===== config.mk =====
export PLATFORM = sky130hd
export DESIGN_NAME = tx_resp_arbiter
export DESIGN_NICKNAME = d
export VERILOG_FILES = /design/src/rtl/tx_ctrl_pkg.sv /design/src/rtl/resp_slot.sv /design/src/rtl/tx_resp_arbiter.sv
export SDC_FILE = /design/constraint.sdc
export NUM_CORES = 1
export LEC_CHECK = 0
export ABC_AREA = 0
export CAP_MARGIN = 20
export CORE_MARGIN = 3
export CORE_UTILIZATION = 56
export DETAILED_ROUTE_END_ITERATION = 12
export MAX_ROUTING_LAYER = met4
export PLACE_DENSITY = 0.84
export SETUP_SLACK_MARGIN = 0.3
export SLEW_MARGIN = 0
export SYNTH_ARGS = -nofsm -noshare
export SYNTH_HDL_FRONTEND = slang
export SYNTH_SLANG_ARGS = --single-unit

===== constraint.sdc =====
create_clock -name CLK -period 5.73 [get_ports CLK]
set_clock_uncertainty 0.05 [all_clocks]
set_input_delay 1.719 -clock CLK [delete_from_list [all_inputs] [get_ports CLK]]
set_output_delay 1.719 -clock CLK [all_outputs]
set_load 0.01 [all_outputs]

===== src/rtl/tx_ctrl_pkg.sv =====
// Shared definitions for the UART response arbiter: FSM state encodings and source IDs.
package tx_ctrl_pkg;

  typedef enum logic [1:0] {
    IDLE    = 2'd0,
    LOAD    = 2'd1,
    WAIT_HI = 2'd2,
    WAIT_LO = 2'd3
  } tx_state_e;

  typedef enum logic {
    SRC_ALU = 1'b0,
    SRC_RD  = 1'b1
  } src_e;

  function automatic src_e other_src(input src_e s);
    return (s == SRC_ALU) ? SRC_RD : SRC_ALU;
  endfunction

endpackage


===== src/rtl/resp_slot.sv =====
// One-deep capture buffer: holds one response until granted, flags drops when full.
module resp_slot #(
  parameter int unsigned WIDTH = 8
) (
  input  logic             clk,
  input  logic             rst,
  input  logic             vld_i,
  input  logic [WIDTH-1:0] data_i,
  input  logic             clr_i,
  output logic [WIDTH-1:0] data_o,
  output logic             pend_o,
  output logic             ovf_o
);

  logic [WIDTH-1:0] data_q, data_d;
  logic             pend_q, pend_d;
  logic             ovf_q, ovf_d;
  logic             free;

  // A slot being granted this cycle counts as free, so a same-cycle strobe is kept.
  assign free = !pend_q || clr_i;

  always_comb begin
    data_d = data_q;
    pend_d = pend_q;
    ovf_d  = 1'b0;
    if (vld_i && free) begin
      data_d = data_i;
      pend_d = 1'b1;
    end else begin
      if (clr_i) pend_d = 1'b0;
      if (vld_i) ovf_d = 1'b1;
    end
  end

  always_ff @(posedge clk) begin
    if (rst) begin
      data_q <= '0;
      pend_q <= 1'b0;
      ovf_q  <= 1'b0;
    end else begin
      data_q <= data_d;
      pend_q <= pend_d;
      ovf_q  <= ovf_d;
    end
  end

  assign data_o = data_q;
  assign pend_o = pend_q;
  assign ovf_o  = ovf_q;

endmodule


===== src/rtl/tx_resp_arbiter.sv =====
// Round-robin arbiter serialising ALU (two-byte) and register-read (one-byte) responses to the UART TX.
module tx_resp_arbiter
  import tx_ctrl_pkg::*;
#(
  parameter int unsigned DATA_WIDTH   = 8,
  parameter int unsigned BUSY_TIMEOUT = 16,
  parameter bit          ALU_FIRST    = 1'b1
) (
  input  logic                    CLK,
  input  logic                    RST,
  input  logic                    ALU_OUT_VLD,
  input  logic [2*DATA_WIDTH-1:0] ALU_OUT,
  input  logic                    RdData_VLD,
  input  logic [DATA_WIDTH-1:0]   RdData,
  input  logic                    Busy,
  output logic [DATA_WIDTH-1:0]   TX_P_Data,
  output logic                    TX_D_VLD,
  output logic                    CLK_div_en,
  output logic                    ALU_PEND,
  output logic                    RD_PEND,
  output logic                    OVF_ALU,
  output logic                    OVF_RD,
  output logic                    TX_DONE
);

  localparam int unsigned DW    = DATA_WIDTH;
  localparam int unsigned SW    = 2 * DATA_WIDTH;
  localparam int unsigned CNT_W = $clog2(BUSY_TIMEOUT + 1);

  tx_state_e          state_q, state_d;
  src_e               prio_q, prio_d;
  logic [SW-1:0]      shift_q, shift_d;
  logic               upper_q, upper_d;
  logic [CNT_W-1:0]   cnt_q, cnt_d;
  logic [DW-1:0]      tx_data_q, tx_data_d;
  logic               tx_vld_q, tx_vld_d;
  logic               tx_done_q, tx_done_d;
  logic               grant_alu, grant_rd;
  logic [SW-1:0]      alu_data;
  logic [DW-1:0]      rd_data;

  resp_slot #(.WIDTH(SW)) u_alu_slot (
    .clk    (CLK),
    .rst    (RST),
    .vld_i  (ALU_OUT_VLD),
    .data_i (ALU_OUT),
    .clr_i  (grant_alu),
    .data_o (alu_data),
    .pend_o (ALU_PEND),
    .ovf_o  (OVF_ALU)
  );

  resp_slot #(.WIDTH(DW)) u_rd_slot (
    .clk    (CLK),
    .rst    (RST),
    .vld_i  (RdData_VLD),
    .data_i (RdData),
    .clr_i  (grant_rd),
    .data_o (rd_data),
    .pend_o (RD_PEND),
    .ovf_o  (OVF_RD)
  );

  always_comb begin
    state_d   = state_q;
    prio_d    = prio_q;
    shift_d   = shift_q;
    upper_d   = upper_q;
    cnt_d     = cnt_q;
    tx_data_d = tx_data_q;
    tx_vld_d  = 1'b0;
    tx_done_d = 1'b0;
    grant_alu = 1'b0;
    grant_rd  = 1'b0;

    unique case (state_q)
      IDLE: begin
        // Priority only matters (and only rotates) when both slots contend.
        if (ALU_PEND && (!RD_PEND || prio_q == SRC_ALU)) grant_alu = 1'b1;
        else if (RD_PEND)                                grant_rd  = 1'b1;
        if (ALU_PEND && RD_PEND) prio_d = other_src(prio_q);
        if (grant_alu) begin
          shift_d = alu_data;
          upper_d = 1'b1;
          state_d = LOAD;
        end else if (grant_rd) begin
          shift_d = {DW'(0), rd_data};
          upper_d = 1'b0;
          state_d = LOAD;
        end
      end
      LOAD: begin
        tx_data_d = shift_q[DW-1:0];
        tx_vld_d  = 1'b1;
        cnt_d     = '0;
        state_d   = WAIT_HI;
      end
      WAIT_HI: begin
        // UART never acknowledged: re-issue the same byte after the timeout.
        if (Busy) begin
          state_d = WAIT_LO;
        end else if (cnt_q == CNT_W'(BUSY_TIMEOUT - 1)) begin
          state_d = LOAD;
        end else if (cnt_q != CNT_W'(BUSY_TIMEOUT)) begin
          cnt_d = cnt_q + CNT_W'(1);
        end
      end
      WAIT_LO: begin
        if (!Busy) begin
          if (upper_q) begin
            shift_d = {DW'(0), shift_q[SW-1:DW]};
            upper_d = 1'b0;
            state_d = LOAD;
          end else begin
            tx_done_d = 1'b1;
            state_d   = IDLE;
          end
        end
      end
      default: state_d = IDLE;
    endcase
  end

  always_ff @(posedge CLK) begin
    if (RST) begin
      state_q   <= IDLE;
      prio_q    <= ALU_FIRST ? SRC_ALU : SRC_RD;
      shift_q   <= '0;
      upper_q   <= 1'b0;
      cnt_q     <= '0;
      tx_data_q <= '0;
      tx_vld_q  <= 1'b0;
      tx_done_q <= 1'b0;
    end else begin
      state_q   <= state_d;
      prio_q    <= prio_d;
      shift_q   <= shift_d;
      upper_q   <= upper_d;
      cnt_q     <= cnt_d;
      tx_data_q <= tx_data_d;
      tx_vld_q  <= tx_vld_d;
      tx_done_q <= tx_done_d;
    end
  end

  assign TX_P_Data  = tx_data_q;
  assign TX_D_VLD   = tx_vld_q;
  assign TX_DONE    = tx_done_q;
  assign CLK_div_en = RST || (state_q != IDLE) || ALU_PEND || RD_PEND;

endmodule


==> reports/results.tsv <==
stage	metric	value	unit
placement	place_area	3010	sq um
synthesis	postSynth.asyncResetShare	0	%
finish	antenna_cells	0	
sta	fin_crit_sh	73.6	%
synthesis	synthCells	312	
worst_setup_path	crit_path_max_fanout	2	
die	rows	24	
drt	firstDrtPassIters	5	
synthesis	synth-edff-count	0	
clock_tree	cts_root_buf	clkbuf_8	
global_routing	gr-usage-all-layers	23.3	%
synthesis	synth_ff_type	dfxtp_1	
placement	placed_cells	384	
clock_tree	numCtsBuffers	9	
clock_tree	cts_max_level	3	
global_routing	grt_pass1_vias	2036	
global_routing	grt_start_max_net_pins	73	
worst_setup_path	crit_type	in2out	
placement	gp_congestion	0.774	
synthesis	yosys_warnings	0	
global_routing	grt_first_pass_wirelength	9.32	mm
sta	worstMarginPinSlew	0.774	ns
synthesis	ys_seq_area_share	48.4	%
die	num_io_pins	44	
synthesis	syn_area	2600	sq um
global_routing	antenna_found_initial	0	
sta	setup_viol	0	
sta	slew_viol_final	0	
finish	final_cell_mix	dfxtp_1, nand2_1, clkdlybuf4s50_1	
die	start_util	59.0	%
synthesis	avgSynthCellArea	8.35	sq um
finish	final_area	3230	sq um
drt	vias	2269	
power	leakagePower	1.18	nW
worst_setup_path	cp.arrival	2.45	ns
drt	routed_via_density	5.67	
worst_setup_path	required	3.96	ns
sta	hold_viol	0	
die	coreArea	4410	sq um
sta	tns	0	ns
synthesis	syn-num-nets	344	
finish	final_common_cell	dfxtp_1	
global_routing	grt_overflow_total	0	
sta	slew_headroom	48.4	%
placement	portBuffers	43	
clock_tree	cts.sinks	63	
run	cap_violations	0	
finish	syn2layout_area_growth	24.1	%
die	die_x	74.2	microns
worst_setup_path	cp-start-kind	input port	
finish	drive_gt1_share	5.75	%
clock_tree	hold_buffers	0	
clock_tree	clkTransAtPathRegs	0.06	ns
sta	timing.fmax	237	MHz
drt	wl	5.75	mm
clock_tree	clockBufferDepth	2	
power	peakVddDrop	247	uV
synthesis	ys_types	34	
hold_path	hp-class	reg2reg	
clock_tree	insertion_delay	0.34	ns
sta	fin_crit	4.22	ns
status	run_status	complete, no violations	
sta	rsz0062_at_grt	false	
synthesis	yosys_register_bits	63	
die	dieHeight	74.2	microns
drt	post_drt_wl_per_cell	14.4	microns
finish	final_net_count	376	
clock_tree	cts_resized	0	
worst_setup_path	endpoint_kind	output port	
die	die_area	5510	sq um
placement	dpl.hpwl	3.67	mm
finish	final_cells	400	
clock_tree	cts_tree	done	
drt	final_antenna_net_count	0	
power	powerDensity	318	nW/um^2
drt	drtIter0Drc	156	
clock_tree	postCtsSetupBuffers	0	
drt	drc	0	
-- worst paths after layout --
| path | from | to | slack [ns] | cells past startpoint |
|---|---|---|---|---|
| worst min register to register | TX_P_Data[6] | TX_P_Data[6] | 0.40 | 2 |
| worst max-delay path | RST | CLK_div_en | 1.51 | 3 |
| worst max register to register | cnt_q[0] | cnt_q[3] | 3.43 | 6 |
| worst min-delay path | TX_P_Data[6] | TX_P_Data[6] | 0.40 | 2 |
-- final cells by class --
class	instances	area [sq um]
multi-input cells	216	1210
repair buffers	47	455
flip-flops and latches	63	1260
well taps	52	65.1
clock buffers	11	141
fillers	355	1180
clock inverters	4	70.1
inverters	7	26.3
-- registers in the layout, summed over array words and instances, names as in the netlist, 2 cells and up --
| signal | count |
|---|---|
| state_q | 2 |
| TX_P_Data | 8 |
| u_alu_slot.data_o | 16 |
| shift_q | 16 |
| cnt_q | 5 |
| u_rd_slot.data_o | 8 |
-- Yosys cell counts, types with 2 or more instances --
cell	count	area share [%]
dfxtp_1	63	48
nand2_1	43	6.2
a21oi_1	38	7.3
nor2_1	25	3.6
nand3_1	21	4.0
clkbuf_1	20	2.9
o21ai_0	12	2.3
nand2b_1	11	2.6
mux2i_1	9	3.5
a211o_1	8	2.7
a22oi_1	8	2.3
nand4b_1	8	2.7
inv_1	7	1.0
buf_2	6	1.2
nor2b_1	5	1.2
ha_1	3	1.4
nor3_1	3	0.58
a31oi_1	2	0.48
and2_1	2	0.48
nand3b_1	2	0.58
nor4_1	2	0.48
or4_1	2	0.58
-- cell families (layout without fill, tap and decap cells) --
| kind of cell | count (synthesis) | after routing | share of synthesized area [%] |
|---|---|---|---|
| AND/OR/NAND/NOR | 130 | 130 | 24.8 |
| AO/OA/AOI/OAI | 73 | 73 | 16.5 |
| flip-flops | 63 | 63 | 48.4 |
| buffers and inverters | 33 | 69 | 5.04 |
| multiplexers | 9 | 9 | 3.46 |
| adder cells (fa/ha/maj) | 3 | 3 | 1.44 |
| XOR/XNOR | 1 | 1 | 0.336 |
-- per-stage QoR --
step                      setup WS, ns  utilization, %  total power [mW]  hold WS (ns)
after floorplan                   1.63               -             0.572         0.371
final                             1.51            73.2              1.03         0.402
after detailed placement          1.51            68.3             0.617         0.394
after global routing              1.48            73.2              1.07         0.415
after CTS                         1.50            73.0              1.03         0.404
after global placement            1.52            68.3             0.614         0.390
-- report_power, final --
part	internal [mW]	switching [mW]	total [mW]	leakage, nW
registers	0.461	0.0191	0.481	0.514
logic	0.0578	0.0724	0.130	0.559
clock network	0.253	0.165	0.418	0.109
-- routing by layer --
metal	track usage, %	wire, microns	vias up	part of all wire (%)
met5	-	0	-	0
li1	-	-	1142	-
met3	5.27	344	18	6.0
met1	28.0	2560	1045	44
met2	35.0	2650	64	46
met4	14.9	195	0	3.4
-- critical path: stages --
cell             delay (ns)
buf_2                  0.10
nand3b_1               0.14
clkdlybuf4s50_1        0.49
No activity file was read; power rests on OpenSTA's default activity.
